===== src/rtl/pwm_duty_decoder.sv =====
// pwm_duty_decoder
//   Measures an incoming PWM waveform and reports, for each complete period, the
//   high time and the rising-edge-to-rising-edge period length in clk1 cycles.
//   Samples are offered on a valid/ready stream. Overwrites of an unaccepted sample
//   and a stuck (edge-less) line are flagged.
//
// Ports
//   clk1       in   system clock, rising edge
//   rst        in   synchronous active-high reset
//   pwm_in     in   asynchronous PWM input
//   s_valid    out  sample available
//   s_ready    in   consumer accepts sample when s_valid && s_ready
//   s_high     out  high time of last complete period
//   s_period   out  period of last complete period
//   overrun    out  one-cycle pulse: unaccepted sample overwritten
//   stuck      out  no rising edge for 2^CNT_W-1 cycles
//   stuck_lvl  out  synchronized line level when stuck was raised
module pwm_duty_decoder #(
    parameter int unsigned CNT_W       = 8,
    parameter int unsigned SYNC_STAGES = 2
) (
    input  logic             clk1,
    input  logic             rst,
    input  logic             pwm_in,
    output logic             s_valid,
    input  logic             s_ready,
    output logic [CNT_W-1:0] s_high,
    output logic [CNT_W-1:0] s_period,
    output logic             overrun,
    output logic             stuck,
    output logic             stuck_lvl
);

    localparam logic [CNT_W-1:0] CntMax = '1;
    localparam logic [CNT_W-1:0] CntOne = CNT_W'(1);

    typedef enum logic [1:0] {StIdle, StHigh, StLow} state_e;

    state_e               state_q, state_d;
    logic [SYNC_STAGES-1:0] sync_q;
    logic                 prev_q;
    logic [CNT_W-1:0]     hi_cnt_q, hi_cnt_d;
    logic [CNT_W-1:0]     per_cnt_q, per_cnt_d;
    logic                 s_valid_q;
    logic [CNT_W-1:0]     s_high_q, s_period_q;
    logic                 overrun_q, stuck_q, stuck_lvl_q;

    logic sync, rise, fall, cnt_full;
    logic start, capture, timeout;

    assign sync     = sync_q[SYNC_STAGES-1];
    assign rise     = sync & ~prev_q;
    assign fall     = ~sync & prev_q;
    assign cnt_full = (per_cnt_q == CntMax);

    // State register
    always_ff @(posedge clk1) begin
        if (rst) begin
            state_q <= StIdle;
        end else begin
            state_q <= state_d;
        end
    end

    // Next-state logic. In LOW a rise wins over the timeout so that a period of
    // exactly 2^CNT_W-1 cycles is still measured.
    always_comb begin
        state_d = state_q;
        unique case (state_q)
            StIdle: if (rise) state_d = StHigh;
            StHigh: begin
                if (cnt_full)  state_d = StIdle;
                else if (fall) state_d = StLow;
            end
            StLow: begin
                if (rise)          state_d = StHigh;
                else if (cnt_full) state_d = StIdle;
            end
            default: state_d = StIdle;
        endcase
    end

    // Output / datapath control
    always_comb begin
        start     = 1'b0;
        capture   = 1'b0;
        timeout   = 1'b0;
        hi_cnt_d  = hi_cnt_q;
        per_cnt_d = per_cnt_q;
        unique case (state_q)
            StIdle: start = rise;
            StHigh: timeout = cnt_full;
            StLow: begin
                capture = rise;
                timeout = cnt_full & ~rise;
            end
            default: ;
        endcase

        if (start || capture) begin
            // The edge cycle itself is the first cycle of the new period.
            hi_cnt_d  = CntOne;
            per_cnt_d = CntOne;
        end else if (timeout) begin
            hi_cnt_d  = '0;
            per_cnt_d = '0;
        end else if (state_q == StHigh) begin
            per_cnt_d = per_cnt_q + CntOne;
            if (!fall) hi_cnt_d = hi_cnt_q + CntOne;
        end else if (state_q == StLow) begin
            per_cnt_d = per_cnt_q + CntOne;
        end
    end

    always_ff @(posedge clk1) begin
        if (rst) begin
            sync_q      <= '0;
            prev_q      <= 1'b0;
            hi_cnt_q    <= '0;
            per_cnt_q   <= '0;
            s_valid_q   <= 1'b0;
            s_high_q    <= '0;
            s_period_q  <= '0;
            overrun_q   <= 1'b0;
            stuck_q     <= 1'b0;
            stuck_lvl_q <= 1'b0;
        end else begin
            sync_q    <= {sync_q[SYNC_STAGES-2:0], pwm_in};
            prev_q    <= sync;
            hi_cnt_q  <= hi_cnt_d;
            per_cnt_q <= per_cnt_d;

            // A new capture takes priority over a same-cycle handshake.
            if (capture) begin
                s_valid_q  <= 1'b1;
                s_high_q   <= hi_cnt_q;
                s_period_q <= per_cnt_q;
            end else if (s_valid_q && s_ready) begin
                s_valid_q <= 1'b0;
            end
            overrun_q <= capture & s_valid_q & ~s_ready;

            if (timeout) begin
                stuck_q     <= 1'b1;
                stuck_lvl_q <= sync;
            end else if (start) begin
                stuck_q <= 1'b0;
            end
        end
    end

    assign s_valid   = s_valid_q;
    assign s_high    = s_high_q;
    assign s_period  = s_period_q;
    assign overrun   = overrun_q;
    assign stuck     = stuck_q;
    assign stuck_lvl = stuck_lvl_q;

endmodule


===== config.mk =====
export PLATFORM = sky130hd
export DESIGN_NAME = pwm_duty_decoder
export DESIGN_NICKNAME = d
export VERILOG_FILES = /design/src/rtl/pwm_duty_decoder.sv
export SDC_FILE = /design/constraint.sdc
export NUM_CORES = 1
export LEC_CHECK = 0
export CORE_MARGIN = 2
export CORE_UTILIZATION = 40
export DETAILED_ROUTE_END_ITERATION = 10
export MAX_ROUTING_LAYER = met4
export SYNTH_ARGS = -nofsm -noshare
export SYNTH_HDL_FRONTEND = slang
export SYNTH_SLANG_ARGS = --single-unit

===== constraint.sdc =====
create_clock -name clk1 -period 1.65 [get_ports clk1]
set_input_delay 0.495 -clock clk1 [delete_from_list [all_inputs] [get_ports clk1]]
set_output_delay 0.495 -clock clk1 [all_outputs]
set_load 0.005 [all_outputs]

==> flow_summary.ini <==
[timing]
skew_ns = 0.005881
clock.fmax_mhz = 619.5
max_slew_margin = 0.7635
fin_crit_ns = 1.614
slew_violations = 0
finalSetupTns_ns = 0
finalCritPeriodShare = 0.9783
setup_violations = 0
finalHoldViolations = 0
tightest_slew_ns = 0.3547
rsz0062_at_grt = false

[layout]
utilization = 0.5596
mostFrequentLayoutCell = nand2_1
drive_gt1_frac = 0.2369
final_cells = 301
seqCellArea_sq_um = 837.1
area_delta_synth_final_pct = 36.70
nFillCells = 403
multi_input_area_sq_um = 900.9
antenna_cells = 0
final_cell_mix = nand2_1, dfxtp_1, buf_4
fin_nets = 258

[setup_path]
path_cells = clkdlybuf4s50_1
crit_start = s_period[1]
path_class = reg -> out
critical_path.top_delay_family = buffers and inverters
start_kind = flop
crit_arrival_ns = 1.12
worstPathRequired_ns = 1.15
cp_slowest_cell = clkdlybuf4s50_1
cp_slowest_stage_delay_ns = 0.49
crit_fanout = 2
r2r-start = state_q[0]
cp_num_buf_inv = 1
critPathCaptureType = primary output

[pwr]
intPower_w = 0.001740
p_switching_w = 0.0006396
irDropWorstVdd_mv = 0.7810
power_frac_comb = 0.194
sw_frac_of_total = 0.2688
powerDensity_nw_per_um2 = 997.3
p_clk_frac = 0.361
p_seq_frac = 0.445
cellLeakagePower_nw = 1.030

[synthesis]
yosysSeqAreaShare = 0.4703
ys_async_sr_fraction = 0
syn-num-nets = 212
synth_top_family_by_area = simple AND/OR/NAND/NOR gates
synthAdderAreaFrac = 0.04301
netlist_area_sq_um = 1745
synthCells = 202
ys.warnings.count = 0
synthMuxAreaShare = 0.01219
synth-xor-area-share = 0.06022
ys_types = 38
syn_avg_cell_area_sq_um = 8.641
synth_compound_area_frac = 0.1082
yosys.area_share.simple = 0.2703
synth-edff-count = 0
synthFlopType = dfxtp_1
synth_seq_cells = 41

[global_route]
grt_usage = 0.1701
grt_max_degree = 17
gr-total-overflow = 0
antenna_found_initial = 0
grt_pass1_wl_mm = 6.479
grt_pass1_vias = 1440

[die]
rows = 24
die_h_microns = 70.06
die_area_sq_um = 4908
ios = 24
initial_core_util = 0.4093
coreArea_sq_um = 4264
dieWidth_microns = 70.06

[placed_design]
placedCellCount = 293
portBuffers = 23
gp_congestion = 0.8162
dpl.hpwl_mm = 2.609

[min_path]
holdCritPathClass = reg -> reg
min-delay-start = sync_q[0]

[job]
drv_cap = 0

[route]
drc = 0
drt_iter0_drc = 39
first_pass_iters = 4
wl_per_cell_microns = 11.96
vias = 1466
via_per_inst = 4.870
totalWireLength_mm = 3.601
ant_nets = 0

[cts]
clk_pin_slew_ns = 0.08
h-tree-depth = 2
cts_tree = done
cts_root_buf = clkbuf_8
hold_buffers = 0
cts_made_buffers = 5
cts_setup_buffers = 0
clock-sinks = 41
clock_latency_ns = 0.30
cts_max_path_buffers = 2

[outcome]
status = completed
[Yosys cell counts, types with 3 or more instances]
cell      instances  area (sq um)
inv_1             4         15.01
clkbuf_1          4         15.01
nand2_1          41         153.9
dfxtp_1          41         820.8
nand2b_1          5         31.28
buf_4             3         22.52
nand3_1           6         30.03
nor2b_1           5         31.28
nor3_1            4         20.02
nand4_1           5         31.28
and2_1            4         25.02
a21oi_1          21         105.1
xor2_1            9         78.83
nor2_1           15         56.30
xnor2_1           3         26.28
ha_1              6         75.07
[layout make-up]
class	instances	share of cell area
Tap cell	52	0.02727
Inverter	4	0.006293
Sequential cell	41	0.3508
Clock buffer	6	0.03461
Multi-Input combinational cell	148	0.3776
Clock inverter	2	0.01573
Timing Repair Buffer	48	0.1877
[stage by stage]
stage / instance area [sq um] / power, W / worst slack, ns / hold WS [ns]
2_1_floorplan: 1745 / 0.001326 / 0.1440 / 0.4138
3_3_place_gp: 2181 / 0.001508 / -0.09366 / 0.4198
3_5_place_dp: 2181 / 0.001506 / -0.1190 / 0.4363
4_1_cts: 2301 / 0.002364 / 0.006220 / 0.4489
5_1_grt: 2386 / 0.002484 / 0.001962 / 0.4639
6_report: 2386 / 0.002379 / 0.03584 / 0.4450
[power by group through the flow]
stage	Combinational, W	Clock (W)	Sequential [W]
2_1_floorplan	0.000247	0	0.00108
3_3_place_gp	0.000427	0	0.00108
5_1_grt	0.000509	0.000910	0.00107
3_5_place_dp	0.000426	0	0.00108
6_report	0.000461	0.000859	0.00106
4_1_cts	0.000427	0.000880	0.00106
[cell families after synthesis]
family | count (synthesis)
and+or+nand+nor | 96
DFF | 41
AOI/OAI and AO/OA | 32
buffers and inverters | 13
xor gates and xnor gates | 12
adders and majority gates | 6
muxes | 2
[sequential cells by signal (all words and copies together), names as in the netlist]
name       count
hi_cnt_q       8
overrun        1
per_cnt_q      8
prev_q         1
s_high         8
s_period       8
s_valid        1
state_q        2
stuck          1
stuck_lvl      1
sync_q         2
[routing by layer]
metal	track usage	share of wire	routed length, microns
met5	-	0	0
met4	0.08547	0.026	95
met3	0.04040	0.037	134
met2	0.2571	0.44	1599
met1	0.2128	0.49	1771
[worst paths after layout]
| path | to | slack (ns) | cells past startpoint |
|---|---|---|---|
| max | s_period[1] | 0.04 | 1 |
| min | sync_q[1] | 0.45 | 1 |
| max reg2reg | state_q[0] | 0.11 | 8 |
| min reg2reg | sync_q[1] | 0.45 | 1 |
[what timing repair did]
action / in CTS / in global routing
hold endpoints to repair: 0 / 0
endpoints found under the setup margin: 0 / 32
gates resized for setup: 0 / 34
No activity file was read; power rests on OpenSTA's default activity.
